$ cat config.mk
export PLATFORM = sky130hd
export DESIGN_NAME = and_gate
export DESIGN_NICKNAME = d
export VERILOG_FILES = /design/src/rtl/and_gate_pkg.sv /design/src/rtl/and_gate_lane.sv /design/src/rtl/and_gate.sv
export SDC_FILE = /design/constraint.sdc
export NUM_CORES = 1
export LEC_CHECK = 0
export BUFFER_PORTS_ARGS = -buffer_cell sky130_fd_sc_hd__buf_2
export CORE_UTILIZATION = 51
export DETAILED_ROUTE_END_ITERATION = 16
export PLACE_DENSITY = 0.77
export SLEW_MARGIN = 20
export SYNTH_ARGS = -nofsm -noshare
export SYNTH_HDL_FRONTEND = slang
export SYNTH_SLANG_ARGS = --single-unit
$ cat constraint.sdc
create_clock -name clk -period 2.1 [get_ports clk]
set_clock_uncertainty 0.15 [all_clocks]
set_input_delay 0.315 -clock clk [delete_from_list [all_inputs] [get_ports clk]]
set_output_delay 0.315 -clock clk [all_outputs]
set_load 0.01 [all_outputs]
$ cat src/rtl/and_gate_pkg.sv
// ---------------------------------------------------------------------------
// and_gate_pkg
// Shared defaults and helpers for the and_gate primitive and its lane
// sub-module.
//   DEFAULT_WIDTH  default number of independent AND lanes
//   DEFAULT_CNT_W  default width of the high-cycle activity counter
//   cnt_sat_max()  all-ones value of a counter of the given width, which is
//                  the value the activity counter saturates at
// ---------------------------------------------------------------------------
package and_gate_pkg;

   localparam int unsigned DEFAULT_WIDTH = 1;
   localparam int unsigned DEFAULT_CNT_W = 16;

   // The result is computed in 64 bits and narrowed by the caller. For a
   // 64-bit request the shift yields zero and the subtraction wraps to
   // all-ones, which is still the correct saturation value.
   function automatic logic [63:0] cnt_sat_max(input int unsigned w);
      return (64'd1 << w) - 64'd1;
   endfunction

endpackage

$ cat src/rtl/and_gate_lane.sv
// ---------------------------------------------------------------------------
// and_gate_lane
// One lane of the and_gate primitive: the combinational AND, a registered
// copy of it, and a one-cycle rising-edge pulse on that registered copy.
// Ports:
//   clk       in   rising-edge clock
//   rst       in   synchronous active-high reset
//   a_i       in   operand A bit
//   b_i       in   operand B bit
//   c_o       out  combinational a_i & b_i (unaffected by clk and rst)
//   c_q_o     out  c_o registered one cycle, 0 in reset
//   c_rise_o  out  high for one cycle when c_q_o went 0->1 on the last edge
// ---------------------------------------------------------------------------
module and_gate_lane
   import and_gate_pkg::*;
(
   input  logic clk,
   input  logic rst,
   input  logic a_i,
   input  logic b_i,
   output logic c_o,
   output logic c_q_o,
   output logic c_rise_o
);

   logic out_q;
   logic out_d;
   logic rise_q;
   logic rise_d;

   assign c_o = a_i & b_i;

   // The rise pulse compares the incoming value against the currently held
   // copy, so it asserts on the same edge that the registered copy first
   // captures a 1 and clears on the next edge while the input stays high.
   always_comb begin
      out_d  = c_o;
      rise_d = c_o & ~out_q;
   end

   always_ff @(posedge clk) begin
      if (rst) begin
         out_q  <= 1'b0;
         rise_q <= 1'b0;
      end else begin
         out_q  <= out_d;
         rise_q <= rise_d;
      end
   end

   assign c_q_o    = out_q;
   assign c_rise_o = rise_q;

endmodule

$ cat src/rtl/and_gate.sv
// ---------------------------------------------------------------------------
// and_gate
// Bitwise 2-input AND stage. Besides the combinational result it provides a
// registered copy, a per-lane rising-edge pulse and a saturating count of the
// cycles in which lane 0 was high, so clocked logic and debug can observe the
// gate directly.
// Parameters:
//   WIDTH    number of independent AND lanes (>= 1)
//   CNT_W    width of the high-cycle counter (>= 2)
// Ports:
//   clk      in   rising-edge clock
//   rst      in   synchronous active-high reset
//   a        in   operand A
//   b        in   operand B
//   c        out  combinational a & b
//   c_q      out  c registered one cycle
//   c_rise   out  per-lane pulse: c_q went 0->1 on the last edge
//   cnt_clr  in   synchronous clear of hit_cnt
//   hit_cnt  out  number of cycles with c[0] high, saturating at all-ones
// ---------------------------------------------------------------------------
module and_gate
   import and_gate_pkg::*;
#(
   parameter int unsigned WIDTH = DEFAULT_WIDTH,
   parameter int unsigned CNT_W = DEFAULT_CNT_W
) (
   input  logic             clk,
   input  logic             rst,
   input  logic [WIDTH-1:0] a,
   input  logic [WIDTH-1:0] b,
   output logic [WIDTH-1:0] c,
   output logic [WIDTH-1:0] c_q,
   output logic [WIDTH-1:0] c_rise,
   input  logic             cnt_clr,
   output logic [CNT_W-1:0] hit_cnt
);

   localparam logic [CNT_W-1:0] CntMax = CNT_W'(cnt_sat_max(CNT_W));

   logic [CNT_W-1:0] hitCnt_q;
   logic [CNT_W-1:0] hitCnt_d;

   // Each lane is self-contained; lanes share only clock and reset.
   for (genvar i = 0; i < WIDTH; i++) begin : gLane
      and_gate_lane uLane (
         .clk      (clk),
         .rst      (rst),
         .a_i      (a[i]),
         .b_i      (b[i]),
         .c_o      (c[i]),
         .c_q_o    (c_q[i]),
         .c_rise_o (c_rise[i])
      );
   end

   // Activity counter next state. Clear outranks counting, so a clear in a
   // cycle where lane 0 is high still leaves zero. At all-ones the counter
   // holds instead of wrapping, so a saturated value is never mistaken for a
   // small count.
   always_comb begin
      hitCnt_d = hitCnt_q;
      if (cnt_clr) begin
         hitCnt_d = '0;
      end else if (c[0] && (hitCnt_q != CntMax)) begin
         hitCnt_d = hitCnt_q + CNT_W'(1);
      end
   end

   // Reset outranks both clear and increment.
   always_ff @(posedge clk) begin
      if (rst) begin
         hitCnt_q <= '0;
      end else begin
         hitCnt_q <= hitCnt_d;
      end
   end

   assign hit_cnt = hitCnt_q;

endmodule

==> run metrics <==
1st-pass router iterations=4; most numerous cell in the Yosys netlist=dfxtp_1; kind of critical path=flop to flop; Setup crit end kind=flop; fmax=~0.51 GHz; Hold Violations, Final=0; status=finished clean; Worst EP required=~2.2 ns; Synth async-reset ratio=0%; via count=~920; Slew Viols, Final=0; initial core utilization=around 54%; clock sinks=18; clock transition at the registers of the reported paths=roughly 0.11 ns; Post-Syn Area=around 940 µm²; Post-synth EDFFs=0; Worst Max-Slew Pin Slew=0.541 ns; global placement routability congestion=between 0.7 and 0.8; first-pass GRT wire length=between 3 and 4 mm; Critical Path Slowest Stage Cell=or4_2; fillcell total=164; endpoints failing setup=0; Worst Setup Start Kind=flop; Top FF cell, synth=dfxtp_1; Ys Warns=0; post-synth top area cell=dfxtp_1; total die area=a little over 0.002 mm²; pwr/cell area=527 mW/mm²; slowest stage delay, CP=around 0.61 ns; maximum number of pins on one net before global-route repair=23; Routed Antenna Nets=0; fraction of layout cells with a size suffix above 1=37.4%; MaxCap Viol Count=0; VDD IR-drop max=0.000451 V; GRT Resource Usage Total=around a quarter; Rows=15; main area contributors after synthesis=dfxtp_1 (38%), a21oi_1 (6.4%), o31ai_1 (5.6%), nand2_1 (4.0%), nand4_1 (4.0%); die height=44.9 µm; GRT overflow=0; Bufs on Longest Clock Path=2; Arr. time, crit path=between 2 and 2.5 ns; critical path fanouts, max=22; Clk Latency, worst-skew pair=just under 0.3 ns; post-CTS setup buffer count=0; DRT iter0 DRCs=5; Synth Register Bits=18; crit-path cells=ha_2 > nand4_2 > nor4_4 > buf_4 > or4_2 > a21oi_1; boundary pin count=24; Core Area=0.00173 mm²; Synth-to-Final Area Change=19.8%; share of the synthesized area in the top cell type=a little under two fifths; I/O Buffers=23; DRT Wirelength=between 2 and 2.5 mm; Wirelength per Cell=~13 µm; synthesized area per cell=~9 µm²; clk root buf=clkbuf_4; die width=around 45 µm; syn_nets=110; commonest cells in the netlist=dfxtp_1 (18), a21oi_1 (12), nand2_1 (10); fin crit period=between 1.5 and 2 ns; vias in the first global route=between 800 and 900; setup TNS=0 ns; diode count=0; Vias per Instance=~5.9; # DRC=0; setup slack, reg-to-reg=roughly 0.13 ns; fin crit share=between 90 and 100%; Cell variety after synth=32; Hold WC Path Type=primary input to flop; initial antenna violation count=0; Post-DP HPWL=1.50 mm; Net count, final=between 100 and 150; worst hold margin=0.0815 ns; clock buffer count from CTS=3; RSZ-0062 raised after global routing=false; CTS tree=built; relative slew slack=a little under two thirds; Synth Instances=between 100 and 150; htree depth=1; Lkg Pwr=roughly 0.44 nW; sequential fraction of the synthesis area=a little under two fifths
[cell type report]
cell class	count	area (µm²)	area share (%)
timing repair buffer	28	153	13.6
clock buffer	4	36.3	3.22
multi-input combinational	80	542	48.1
inverter	1	3.75	0.333
tap	25	31.3	2.78
sequential	18	360	32.0
[cell usage in the layout, fill, tap and decap left out]
cell,count
o31ai_1,7
a21oi_1,12
ha_2,1
or4_1,5
and3_1,2
nor2_1,2
or3_2,5
and4_2,1
nor3_1,1
clkbuf_8,1
or2_2,1
clkbuf_4,3
or3_1,1
dfxtp_1,18
nor4_1,2
nand4_2,1
inv_2,1
mux2i_1,2
o21a_1,1
o31a_2,1
nand2_1,10
o21ai_0,5
nand3_2,1
buf_4,5
nand3b_1,1
nor4_2,2
and4_1,2
o211a_1,1
or4_2,2
nand3_1,4
buf_2,23
nor4_4,1
nand4_1,6
[what timing repair did]
| action | in CTS | in global routing |
|---|---|---|
| gates resized for setup | 0 | 1 |
| hold buffers | 0 | 0 |
| endpoints found under the setup margin | 0 | 5 |
[power by group]
group	total, mW	leakage (nW)	internal [mW]	switching, mW
Combinational	0.0297	0.278	0.0116	0.0181
Sequential	0.345	0.145	0.343	0.00153
Clock	0.219	0.0210	0.106	0.113
Total	0.594	0.444	0.461	0.133
[registers in the layout, summed over array words and instances, names as in the netlist]
| name | count |
|---|---|
| hit_cnt | 16 |
| gLane.uLane.c_q_o | 1 |
| gLane.uLane.c_rise_o | 1 |
[path summary, 6_finish.rpt]
path / from / end / cells past startpoint
max: hit_cnt[0] / hit_cnt[6] / 6
min: rst / gLane[0].uLane.c_q_o / 2
max reg2reg: hit_cnt[0] / hit_cnt[6] / 6
min reg2reg: gLane[0].uLane.c_q_o / gLane[0].uLane.c_rise_o / 1
[critical path, delay by kind of cell (launching register included)]
family,cells,cell delay [ns]
AOI/OAI and AO/OA,1,0.16
adders and majority gates,1,0.23
buffers and inverters,1,0.20
DFF,1,0.38
and+or+nand+nor,3,0.79
[kinds of logic after synthesis]
kind of cell	share of synthesized area [%]
compound gates	17.6
fa+ha+maj	1.33
buf+inv	4.26
flops	38.3
mux	2.13
simple gates	36.4
[per-stage QoR]
step / total power [mW] / cell area (µm²) / setup WS, ns / cells / util [%]
final: 0.594 / 1130 / 0.130 / 156 / 65.2
after global routing: 0.611 / 1130 / 0.00574 / 156 / 65.2
after CTS: 0.594 / 1120 / 0.0803 / 156 / 65.1
after detailed placement: 0.382 / 1090 / 0.101 / 152 / 63.0
after global placement: 0.382 / 1090 / 0.188 / 152 / 63.0
after floorplan: 0.368 / 940 / 0.183 / 104 / -
[per-layer routing]
| layer | share of wire, % | global-route usage, % | wire, µm | vias to the layer above |
|---|---|---|---|---|
| li1 | - | - | - | 465 |
| met1 | 47 | 28.8 | 980 | 434 |
| met2 | 48 | 40.0 | 1010 | 17 |
| met3 | 2.5 | 2.40 | 51 | 6 |
| met4 | 1.8 | 13.9 | 38 | 0 |
| met5 | 0 | 0 | 0 | - |
(Power assumes the default switching activity.)
